File: config.mk
export PLATFORM = sky130hd
export DESIGN_NAME = fetch_stage_flat
export DESIGN_NICKNAME = d
export VERILOG_FILES = /design/src/rtl/fetch_stage_if.sv /design/src/rtl/fetch_stage.sv /design/src/flat_wrapper.sv
export SDC_FILE = /design/constraint.sdc
export NUM_CORES = 1
export LEC_CHECK = 0
export ABC_AREA = 0
export CAP_MARGIN = 20
export CORE_UTILIZATION = 25
export CTS_BUF_LIST = sky130_fd_sc_hd__clkbuf_8
export DETAILED_ROUTE_END_ITERATION = 16
export GPL_TIMING_DRIVEN = 0
export PLACE_DENSITY = 0.56
export SETUP_SLACK_MARGIN = 0.5
export SKIP_CTS_REPAIR_TIMING = 1
export SLEW_MARGIN = 20
export SYNTH_ARGS = -nofsm -noshare
export SYNTH_HDL_FRONTEND = slang
export SYNTH_SLANG_ARGS = --single-unit
File: constraint.sdc
create_clock -name clk -period 1.57 [get_ports clk]
set_input_delay 0.2355 -clock clk [delete_from_list [all_inputs] [get_ports clk]]
set_output_delay 0.2355 -clock clk [all_outputs]
set_load 0.1 [all_outputs]
File: src/rtl/fetch_stage_if.sv
// Instruction-memory channel between the fetch stage and the instruction memory.
//   req_valid / req_addr / req_ready : word request, fires on valid & ready
//   rsp_valid / rsp_data             : single-cycle, in-order response, one per fired request
// master = fetch stage side, slave = memory side.
interface fetch_stage_if;
  logic        req_valid;
  logic [31:0] req_addr;
  logic        req_ready;
  logic        rsp_valid;
  logic [31:0] rsp_data;

  modport master (
    output req_valid,
    output req_addr,
    input  req_ready,
    input  rsp_valid,
    input  rsp_data
  );

  modport slave (
    input  req_valid,
    input  req_addr,
    output req_ready,
    output rsp_valid,
    output rsp_data
  );
endinterface

File: src/rtl/fetch_stage.sv
// IF stage of the 5-stage RV32I pipeline.
// Owns the fetch PC, issues one word request at a time to instruction memory,
// and loads the IF/ID register from responses (via a 1-entry hold buffer while
// decode is stalled). EX redirects squash IF/ID and any in-flight fetch.
//
// Ports:
//   clk, rst        : clock, synchronous active-high reset
//   imem            : instruction-memory request/response channel (master)
//   redirect_valid  : EX redirect (branch/JAL/JALR taken)
//   redirect_pc     : redirect target, bits [1:0] ignored
//   stall           : freeze IF/ID
//   id_pc/id_instr/id_valid : IF/ID pipeline register
//
// state  | meaning
// S_REQ  | no request outstanding; request fetch_pc when hold buffer is empty
// S_WAIT | one request outstanding; its response is delivered
// S_DROP | one request outstanding but squashed; its response is discarded
module fetch_stage #(
  parameter logic [31:0] RESET_PC  = 32'h0000_0000,
  parameter logic [31:0] NOP_INSTR = 32'h0000_0013
) (
  input  logic                 clk,
  input  logic                 rst,
  fetch_stage_if.master        imem,
  input  logic                 redirect_valid,
  input  logic [31:0]          redirect_pc,
  input  logic                 stall,
  output logic [31:0]          id_pc,
  output logic [31:0]          id_instr,
  output logic                 id_valid
);

  typedef enum logic [1:0] {S_REQ, S_WAIT, S_DROP} state_e;

  state_e      state_q;
  logic [31:0] fetch_pc_q;
  logic [31:0] req_pc_q;
  logic        hold_valid_q;
  logic [31:0] hold_pc_q;
  logic [31:0] hold_instr_q;
  logic        id_valid_q;
  logic [31:0] id_pc_q;
  logic [31:0] id_instr_q;

  logic        req_fire;
  logic        rsp_deliver;

  // No request while the hold buffer is full: that guarantees a response can
  // never arrive in the same cycle the hold buffer drains.
  assign imem.req_valid = (state_q == S_REQ) & ~hold_valid_q & ~redirect_valid & ~rst;
  assign imem.req_addr  = fetch_pc_q;

  assign req_fire    = imem.req_valid & imem.req_ready;
  assign rsp_deliver = (state_q == S_WAIT) & imem.rsp_valid;

  assign id_pc    = id_pc_q;
  assign id_instr = id_instr_q;
  assign id_valid = id_valid_q;

  always_ff @(posedge clk) begin
    if (rst) begin
      state_q      <= S_REQ;
      fetch_pc_q   <= RESET_PC;
      req_pc_q     <= 32'h0;
      hold_valid_q <= 1'b0;
      hold_pc_q    <= 32'h0;
      hold_instr_q <= NOP_INSTR;
      id_valid_q   <= 1'b0;
      id_pc_q      <= 32'h0;
      id_instr_q   <= NOP_INSTR;
    end else if (redirect_valid) begin
      fetch_pc_q   <= {redirect_pc[31:2], 2'b00};
      id_valid_q   <= 1'b0;
      id_instr_q   <= NOP_INSTR;
      hold_valid_q <= 1'b0;
      // An outstanding request whose response is not here yet must be drained.
      case (state_q)
        S_WAIT:  state_q <= imem.rsp_valid ? S_REQ : S_DROP;
        S_DROP:  state_q <= imem.rsp_valid ? S_REQ : S_DROP;
        default: state_q <= S_REQ;
      endcase
    end else begin
      case (state_q)
        S_REQ: begin
          if (req_fire) begin
            req_pc_q   <= fetch_pc_q;
            fetch_pc_q <= fetch_pc_q + 32'd4;
            state_q    <= S_WAIT;
          end
        end
        S_WAIT: begin
          if (imem.rsp_valid) state_q <= S_REQ;
        end
        S_DROP: begin
          if (imem.rsp_valid) state_q <= S_REQ;
        end
        default: state_q <= S_REQ;
      endcase

      if (!stall) begin
        if (hold_valid_q) begin
          id_valid_q   <= 1'b1;
          id_pc_q      <= hold_pc_q;
          id_instr_q   <= hold_instr_q;
          hold_valid_q <= 1'b0;
        end else if (rsp_deliver) begin
          id_valid_q <= 1'b1;
          id_pc_q    <= req_pc_q;
          id_instr_q <= imem.rsp_data;
        end else begin
          id_valid_q <= 1'b0;
          id_instr_q <= NOP_INSTR;
        end
      end else if (rsp_deliver) begin
        hold_valid_q <= 1'b1;
        hold_pc_q    <= req_pc_q;
        hold_instr_q <= imem.rsp_data;
      end
    end
  end

endmodule
File: src/flat_wrapper.sv
// flat-port wrapper written by rule: the top's interface ports become plain ports
module fetch_stage_flat 
#(
  parameter logic [31:0] RESET_PC  = 32'h0000_0000,
  parameter logic [31:0] NOP_INSTR = 32'h0000_0013
)
  (clk, rst, redirect_valid, redirect_pc, stall, id_pc, id_instr, id_valid, imem_req_valid, imem_req_addr, imem_req_ready, imem_rsp_valid, imem_rsp_data);
  fetch_stage_if imem_i ();
  input  logic clk;
  input  logic rst;
  input  logic redirect_valid;
  input  logic [31:0] redirect_pc;
  input  logic stall;
  output logic [31:0] id_pc;
  output logic [31:0] id_instr;
  output logic id_valid;
  output wire logic [$bits(imem_i.req_valid)-1:0] imem_req_valid;
  output wire logic [$bits(imem_i.req_addr)-1:0] imem_req_addr;
  input wire logic [$bits(imem_i.req_ready)-1:0] imem_req_ready;
  input wire logic [$bits(imem_i.rsp_valid)-1:0] imem_rsp_valid;
  input wire logic [$bits(imem_i.rsp_data)-1:0] imem_rsp_data;
  assign imem_req_valid = imem_i.req_valid;
  assign imem_req_addr = imem_i.req_addr;
  assign imem_i.req_ready = imem_req_ready;
  assign imem_i.rsp_valid = imem_rsp_valid;
  assign imem_i.rsp_data = imem_rsp_data;
  fetch_stage #(.RESET_PC(RESET_PC), .NOP_INSTR(NOP_INSTR)) u_core (.clk(clk), .rst(rst), .imem(imem_i), .redirect_valid(redirect_valid), .redirect_pc(redirect_pc), .stall(stall), .id_pc(id_pc), .id_instr(id_instr), .id_valid(id_valid));
endmodule
Word-level counts from Yosys, hierarchy flattened --
Cells that the tools add are included.
Word-level totals: flip-flop bits (word level) 196, output and inout port bits 98, input port bits 70, logic and storage cells 52
Cells by class: bitwise gates (word level) 9, equality and inequality tests 4, multiplexer cells 15, reductions and logical operators 13, add/sub/neg operators 1
Operators by type and width (count):
- 2-to-1 mux 32 bit | 7
- adder 32 x 3 -> 32 bit, second input constant | 1
- 2-to-1 mux 2 bit | 5
- AND reduction 3 bit | 3
- AND reduction 2 bit | 3
- nonzero test 2 bit | 3
- bitwise AND 1 bit | 5
- NOT 1 bit | 4
- case mux 2 bit (2 select lines) | 1
- OR reduction 2 bit | 2
- inequality test 3 x 1 -> 1 bit, second input constant | 1
- inequality test 3 x 2 -> 1 bit, second input constant | 1
- OR reduction 3 bit | 1
- equality test 2 x 1 -> 1 bit, second input constant | 1
- equality test 2 bit, second input constant | 1
- zero test 2 bit | 1
- 2-to-1 mux 1 bit | 2

Longest topological paths before layout --
Gate-level depths: netlist of the first run.
depth in word-level cells 8, depth in mapped cells 8, mapped depth without buffers 6

Worst setup path after synthesis of the first run --
Ideal clock, no wire load.
path type register -> register, start register u_core.state_q[1], end register u_core.fetch_pc_q[13] (netlist: u_core.imem.req_addr[13]), path buffers 0, library setup time 75 ps, cell stages (with the launch flop) 7, data arrival time 2677 ps, required time 1495 ps, setup slack -1182 ps, clock period less this slack 2752 ps, cells stage by stage dfxtp_1 > inv_1 > ha_1 > nor4b_4 > nand4_1 > or3_1 > a31oi_1
On the way: cells in the longest elaborated chain, start to end 7, elaborated cells on any way between the ends 8, those cells by class bitwise (4); reduce/logical (4)
RTL lines:
- start: declaration | line fetch_stage.sv:35 | state_e state_q;
- start signal: assignment | line fetch_stage.sv:78 | S_WAIT: state_q <= imem.rsp_valid ? S_REQ : S_DROP;
- start signal: assignment | line fetch_stage.sv:79 | S_DROP: state_q <= imem.rsp_valid ? S_REQ : S_DROP;
- zero test 2 bit | line fetch_stage.sv:50 | assign imem.req_valid = (state_q == S_REQ) & ~hold_valid_q & ~redirect_valid & ~rst;
- bitwise AND 1 bit (3 in series) | line fetch_stage.sv:50
- via imem_req_valid | line flat_wrapper.sv:17 | output wire logic [$bits(imem_i.req_valid)-1:0] imem_req_valid;
- bitwise AND 1 bit | line fetch_stage.sv:53 | assign req_fire = imem.req_valid & imem.req_ready;
- nonzero test 2 bit (no line)
- AND reduction 2 bit (no line)
- end signal: assignment | line fetch_stage.sv:72 | fetch_pc_q <= {redirect_pc[31:2], 2'b00};
- end signal: assignment | line fetch_stage.sv:87 | fetch_pc_q <= fetch_pc_q + 32'd4;
- end: declaration | line fetch_stage.sv:36 | logic [31:0] fetch_pc_q;
The timed path passes the listed nets, and every way through them passes these cells. A chain may end at the register's enable or synchronous reset.

Worst setup path in the final report of the first run --
start register u_core.state_q[1], end register u_core.fetch_pc_q[19] (netlist: u_core.imem.req_addr[19])
On the way: cells in the longest elaborated chain, start to end 7, elaborated cells on any way between the ends 8, those cells by class bitwise (4); reduce/logical (4)
RTL lines (line):
- zero test 2 bit * | fetch_stage.sv:50, fetch_stage.sv:83
- bitwise AND 1 bit (3 in series) | fetch_stage.sv:50
- bitwise AND 1 bit | fetch_stage.sv:53
- nonzero test 2 bit (no line)
- AND reduction 2 bit (no line) *
Mark *: on every way between the ends. The rest lies on a longest branch, timed or not.

==> impl_metrics.json, run 1 <==
{
  "tightest_slew_ns": 0.751,
  "cts_tree": "built",
  "final_util_pct": 41.6,
  "cp-end-kind": "register",
  "yosysTopAreaCellShare_pct": 47.1,
  "clk_pin_slew_ns": 0.11,
  "ys_ff_latch": 188,
  "syn_area_um2": 7990,
  "yosys-top-cells-count": "nand2_1, dfxtp_1, a21oi_1",
  "setup_violations": 106,
  "p_clk_share_pct": 32.9,
  "worst_ep_arrival_time_ns": 2.31,
  "initial_core_util_pct": 25.4,
  "num_vias": 7813,
  "cts_inserted_buffers": 17,
  "yosysMostFrequentCell": "nand2_1",
  "rsz0062_at_grt": "true",
  "hpwl_um": 19900,
  "timing.hold.ws_ns": 0.318,
  "die_y_um": 181,
  "required_ns": 1.97,
  "fmax_ghz": 0.524,
  "status": "finished with violations",
  "clk_path_buf_depth": 2,
  "grt_use_total_pct": 16.3,
  "reg2regPathDepth": 9,
  "drv_slew": 0,
  "detail_route.wl_per_cell_um": 17.9,
  "endpoint": "u_core.imem.req_addr[19]$_SDFFE_PP0P_",
  "drv_cap": 0,
  "portBuffers": 161,
  "netlist_top_cells_area": "dfxtp_1, nand2_1, a21oi_1",
  "core_um2": 31500,
  "nets": 1255,
  "ys.flop_type": "dfxtp_1",
  "area.growth.synth_to_final_pct": 63.9,
  "r2r_end": "u_core.imem.req_addr[19]$_SDFFE_PP0P_",
  "drtPass1Iterations": 6,
  "overflow": 0,
  "layout_min_cycle_time_ns": 1.91,
  "synthArstFlopShare_pct": 0,
  "cp-start-kind": "register",
  "cts.sinks": 188,
  "crit_start": "u_core.state_q[1]$_SDFFE_PP0P_",
  "synth_edf_count": 0,
  "p_leak_nw": 4.50,
  "cp_max_fo": 6,
  "grt_max_degree": 20,
  "routed_wl_um": 28700,
  "synth_top_area_cell": "dfxtp_1",
  "p_int_w": 0.00697,
  "antenna_found_initial": 2,
  "dieArea_um2": 32700,
  "placementRows": 65,
  "drtAntennaViolNets": 0,
  "clkLatencyLatePin_ns": 0.49,
  "power.density_nw_per_um2": 791,
  "routed_via_density": 4.89,
  "switching_share_pct": 32.6,
  "final_layout_size_suffix_gt1_share_pct": 38.8,
  "seq_power_share_pct": 48.5,
  "max_slew_margin_pct": 50.0,
  "yosysWarnings": 0,
  "holdCritPathClass": "input port to register",
  "drc_errors": 0,
  "power_switching_w": 0.00337,
  "ff2ff_setup_slack_ns": -0.34,
  "gp_congestion": 0.829,
  "violations": "setup timing",
  "r2r-start": "u_core.state_q[1]$_SDFFE_PP0P_",
  "yosys.cell_types.count": 57,
  "io_pins": 168,
  "synth.yosys.seq_area_share_pct": 47.1,
  "die_w_um": 181,
  "synth_area_per_cell_um2": 8.49,
  "htree_levels": 4,
  "final-hold-violation-count": 0,
  "drt_iter0_markers": 380,
  "combPwrFrac_pct": 18.6,
  "grt_pass1_vias": 7033,
  "critPathKind": "register to register",
  "min_period_over_period_pct": 122,
  "grt_pass1_wl_um": 40800,
  "setup_ws_ns": -0.340,
  "fin_skew_ns": 0.0189,
  "cts_root_buf": "clkbuf_8",
  "syn-instance-count": 941,
  "ir_drop_uv": 527
}
==> metal layers <==
layer / up-vias / wire length, um / GRT usage (%)
met2: 213 / 13800 / 26.9
met4: 0 / 639 / 6.12
met5: - / 0 / 0
met3: 37 / 1270 / 3.31
li1: 3809 / - / -
met1: 3754 / 12900 / 20.8
==> registers in the layout, indices dropped and copies added (netlist names), 2 cells and up <==
name / cells
u_core.hold_instr_q: 32
u_core.id_instr: 32
u_core.hold_pc_q: 30
u_core.id_pc: 30
u_core.imem.req_addr: 30
u_core.req_pc_q: 30
u_core.state_q: 2
==> cell usage in the layout (no fill, tap or decap), types with 20 or more instances in the layout <==
| cell | netlist | final |
|---|---|---|
| a211oi_1 | 36 | 24 |
| a21oi_1 | 95 | 67 |
| a21oi_2 | 0 | 27 |
| buf_12 | 0 | 92 |
| buf_4 | 4 | 44 |
| buf_6 | 1 | 22 |
| clkbuf_8 | 0 | 20 |
| clkdlybuf4s50_1 | 0 | 66 |
| dfxtp_1 | 188 | 94 |
| dfxtp_2 | 0 | 66 |
| dfxtp_4 | 0 | 28 |
| mux2_2 | 20 | 20 |
| mux2i_1 | 33 | 31 |
| nand2_1 | 212 | 202 |
| nor2_1 | 71 | 66 |
==> worst max-delay path: stages, from the launching register on <==
cell and delay (ns):
dfxtp_2 0.33, inv_2 0.08, ha_4 0.16, nor4b_4 0.22, buf_6 0.19, nand2_8 0.06
buf_8 0.15, buf_6 0.13, o311a_1 0.28, a311oi_1 0.22
==> logic make-up after synthesis <==
| family | count (synthesis) | synth area share (%) |
|---|---|---|
| mux | 53 | 6.96 |
| flops | 188 | 47.1 |
| compound gates | 213 | 17.5 |
| other cells | 1 | 0.0470 |
| xor+xnor | 6 | 0.658 |
| buf+inv | 88 | 4.64 |
| simple gates | 389 | 22.6 |
| fa+ha+maj | 3 | 0.470 |
==> final cells by class <==
cell class	count	area, um^2
diodes	2	5.00
plain buffers	79	664
fillers	3033	18400
inverters	9	33.8
multi-input cells	668	4350
clock inverters	15	176
well taps	402	503
flip-flops and latches	188	3950
clock buffers	17	234
repair buffers	219	3170
==> how the worst min path moves through the flow <==
stage / start / end / slack [ns] / depth (start not counted)
final: imem_rsp_data[21] / u_core.hold_instr_q[21]$_SDFFE_PP0P_ / 0.32 / 3
after global routing: imem_rsp_data[21] / u_core.hold_instr_q[21]$_SDFFE_PP0P_ / 0.32 / 3
after CTS: imem_rsp_data[21] / u_core.hold_instr_q[21]$_SDFFE_PP0P_ / 0.29 / 3
after detailed placement: u_core.hold_instr_q[15]$_SDFFE_PP0P_ / u_core.hold_instr_q[15]$_SDFFE_PP0P_ / 0.45 / 2
after global placement: u_core.hold_instr_q[3]$_SDFFE_PP0P_ / u_core.hold_instr_q[3]$_SDFFE_PP0P_ / 0.44 / 2
after floorplan: imem_rsp_data[0] / u_core.hold_instr_q[0]$_SDFFE_PP1P_ / 0.36 / 2
==> per-stage QoR <==
| step | TNS (ns) | worst slack, ns | instances | total power [W] | cell area, um^2 |
|---|---|---|---|---|---|
| finish | -12.54 | -0.340 | 1599 | 0.0103 | 13100 |
| global route | -24.00 | -0.425 | 1599 | 0.0107 | 13100 |
| CTS | -141.71 | -1.48 | 1539 | 0.0100 | 10700 |
| detailed placement | -178.09 | -1.15 | 1507 | 0.00666 | 10300 |
| global placement | -176.92 | -1.16 | 1507 | 0.00666 | 10300 |
| floorplan | -45.15 | -1.09 | 944 | 0.00609 | 8220 |
==> power groups by stage <==
stage	registers (W)	clock network (W)	logic [W]
floorplan	0.00558	0	0.000510
global placement	0.00510	0	0.00156
detailed placement	0.00510	0	0.00156
CTS	0.00499	0.00348	0.00157
global route	0.00503	0.00367	0.00201
finish	0.00502	0.00341	0.00192
(Power assumes the default switching activity.)
==> run 2: changes to the inputs <==
--- a/config.mk
+++ b/config.mk
@@ -11,10 +11,11 @@
 export CTS_BUF_LIST = sky130_fd_sc_hd__clkbuf_8
 export DETAILED_ROUTE_END_ITERATION = 16
 export GPL_TIMING_DRIVEN = 0
+export MAX_ROUTING_LAYER = met4
 export PLACE_DENSITY = 0.56
 export SETUP_SLACK_MARGIN = 0.5
 export SKIP_CTS_REPAIR_TIMING = 1
-export SLEW_MARGIN = 20
+export SLEW_MARGIN = 10
 export SYNTH_ARGS = -nofsm -noshare
 export SYNTH_HDL_FRONTEND = slang
 export SYNTH_SLANG_ARGS = --single-unit
==> run 2 against run 1 <==
The run still ends with setup timing left. Critical path depth is the same. Routed wire length increased by 2.0%. Critical endpoint unchanged. Via count rose by 1.1%.
==> impl_metrics.json, run 2 (synthesis gave the netlist of run 1 again) <==
{
  "holdCritPathClass": "input port to register",
  "antenna_found_initial": 2,
  "setup_violations": 147,
  "min_period_over_period_pct": 123,
  "grt_use_met3_pct": 3.08,
  "ir_drop_uv": 549,
  "ff2ff_setup_slack_ns": -0.36,
  "portBuffers": 161,
  "drc_errors": 0,
  "io_pins": 168,
  "instances_no_fill": 1615,
  "grt_pass1_vias": 7034,
  "tightest_slew_ns": 0.751,
  "cts_tree": "built",
  "drv_cap": 0,
  "power.density_nw_per_um2": 780,
  "cts_inserted_buffers": 17,
  "layout_min_cycle_time_ns": 1.93,
  "initial_core_util_pct": 25.4,
  "final-hold-violation-count": 0,
  "cp_max_fo": 6,
  "hpwl_um": 19900,
  "clk_path_buf_depth": 2,
  "overflow": 0,
  "drt_iter0_markers": 348,
  "r2r-start": "u_core.state_q[1]$_SDFFE_PP0P_",
  "use_met1_pct": 21.1,
  "reg2regPathDepth": 9,
  "routed_via_density": 4.89,
  "setup_ws_ns": -0.359,
  "final_util_pct": 42.5,
  "routed_wl_um": 29200,
  "status": "finished with violations",
  "die_y_um": 181,
  "max_slew_margin_pct": 49.9,
  "top_usage_layer": "met2",
  "nets": 1271,
  "placementRows": 65,
  "drtAntennaViolNets": 0,
  "core_um2": 31500,
  "grt_max_degree": 20,
  "cp-start-kind": "register",
  "area.growth.synth_to_final_pct": 67.4,
  "fin_skew_ns": 0.0182,
  "die_w_um": 181,
  "htree_levels": 4,
  "critPathKind": "register to register",
  "final_layout_size_suffix_gt1_share_pct": 41.4,
  "drv_slew": 0,
  "worst_ep_arrival_time_ns": 2.33,
  "hold-path-cell-count": 3,
  "final_common_cell": "nand2_1",
  "grt_use_total_pct": 16.8,
  "grt_util_met2_pct": 26.8,
  "violations": "setup timing",
  "grt_pass1_wl_um": 40800,
  "cts_root_buf": "clkbuf_8",
  "p_leak_nw": 4.64,
  "dieArea_um2": 32700,
  "crit_start": "u_core.state_q[1]$_SDFFE_PP0P_",
  "required_ns": 1.97,
  "drtPass1Iterations": 5,
  "gp_congestion": 0.841,
  "clk_pin_slew_ns": 0.11,
  "fmax_ghz": 0.518,
  "clkLatencyLatePin_ns": 0.50,
  "detail_route.wl_per_cell_um": 18.1,
  "num_vias": 7902,
  "p_total_w": 0.0104,
  "layout_common_cells": "nand2_1, dfxtp_1, buf_12",
  "cp-end-kind": "register",
  "dp_cells": 1507,
  "endpoint": "u_core.imem.req_addr[19]$_SDFFE_PP0P_",
  "r2r_end": "u_core.imem.req_addr[19]$_SDFFE_PP0P_",
  "rsz0062_at_grt": "true",
  "cts.sinks": 188
}
-- run 2: layer usage --
metal	vias to the layer above	part of all wire (%)
met1	3855	46
met5	-	0
met3	28	3.7
li1	3850	-
met2	169	48
met4	0	2.1
-- run 2: layout make-up --
type	count	area [um^2]
repair buffers	234	3330
clock buffers	17	234
inverters	9	33.8
flip-flops and latches	188	3950
well taps	402	503
diodes	2	5.00
fillers	3009	18100
clock inverters	15	176
plain buffers	79	674
multi-input cells	669	4460
-- run 2: worst min-delay path by stage --
stage	start	to	slack [ns]
finish	imem_rsp_data[2]	u_core.hold_instr_q[2]$_SDFFE_PP0P_	0.32
global route	imem_rsp_data[18]	u_core.hold_instr_q[18]$_SDFFE_PP0P_	0.32
CTS	imem_rsp_data[21]	u_core.hold_instr_q[21]$_SDFFE_PP0P_	0.29
detailed placement	u_core.hold_instr_q[15]$_SDFFE_PP0P_	u_core.hold_instr_q[15]$_SDFFE_PP0P_	0.45
global placement	u_core.hold_instr_q[3]$_SDFFE_PP0P_	u_core.hold_instr_q[3]$_SDFFE_PP0P_	0.44
floorplan	imem_rsp_data[0]	u_core.hold_instr_q[0]$_SDFFE_PP1P_	0.36
-- run 2: metrics by stage --
stage	TNS, ns	hold WS (ns)	worst slack (ns)	area (um^2)
finish	-16.35	0.323	-0.359	13400
detailed placement	-178.09	0.446	-1.15	10300
global route	-26.74	0.317	-0.421	13400
floorplan	-45.15	0.360	-1.09	8220
CTS	-141.71	0.290	-1.48	10700
global placement	-176.92	0.439	-1.16	10300
-- run 2: power breakdown --
group          total (W)  switching (W)  internal (W)
clock network    0.00343        0.00207       0.00135
logic            0.00199        0.00118      0.000805
registers        0.00502       0.000164       0.00485
total             0.0104        0.00342       0.00701
-- run 2: critical path, stage by stage, from the launching register on --
cell      delay [ns]
dfxtp_2         0.33
inv_2           0.08
ha_4            0.16
nor4b_4         0.23
buf_6           0.20
nand2_8         0.06
buf_8           0.15
buf_6           0.13
o311a_1         0.28
a311oi_1        0.22
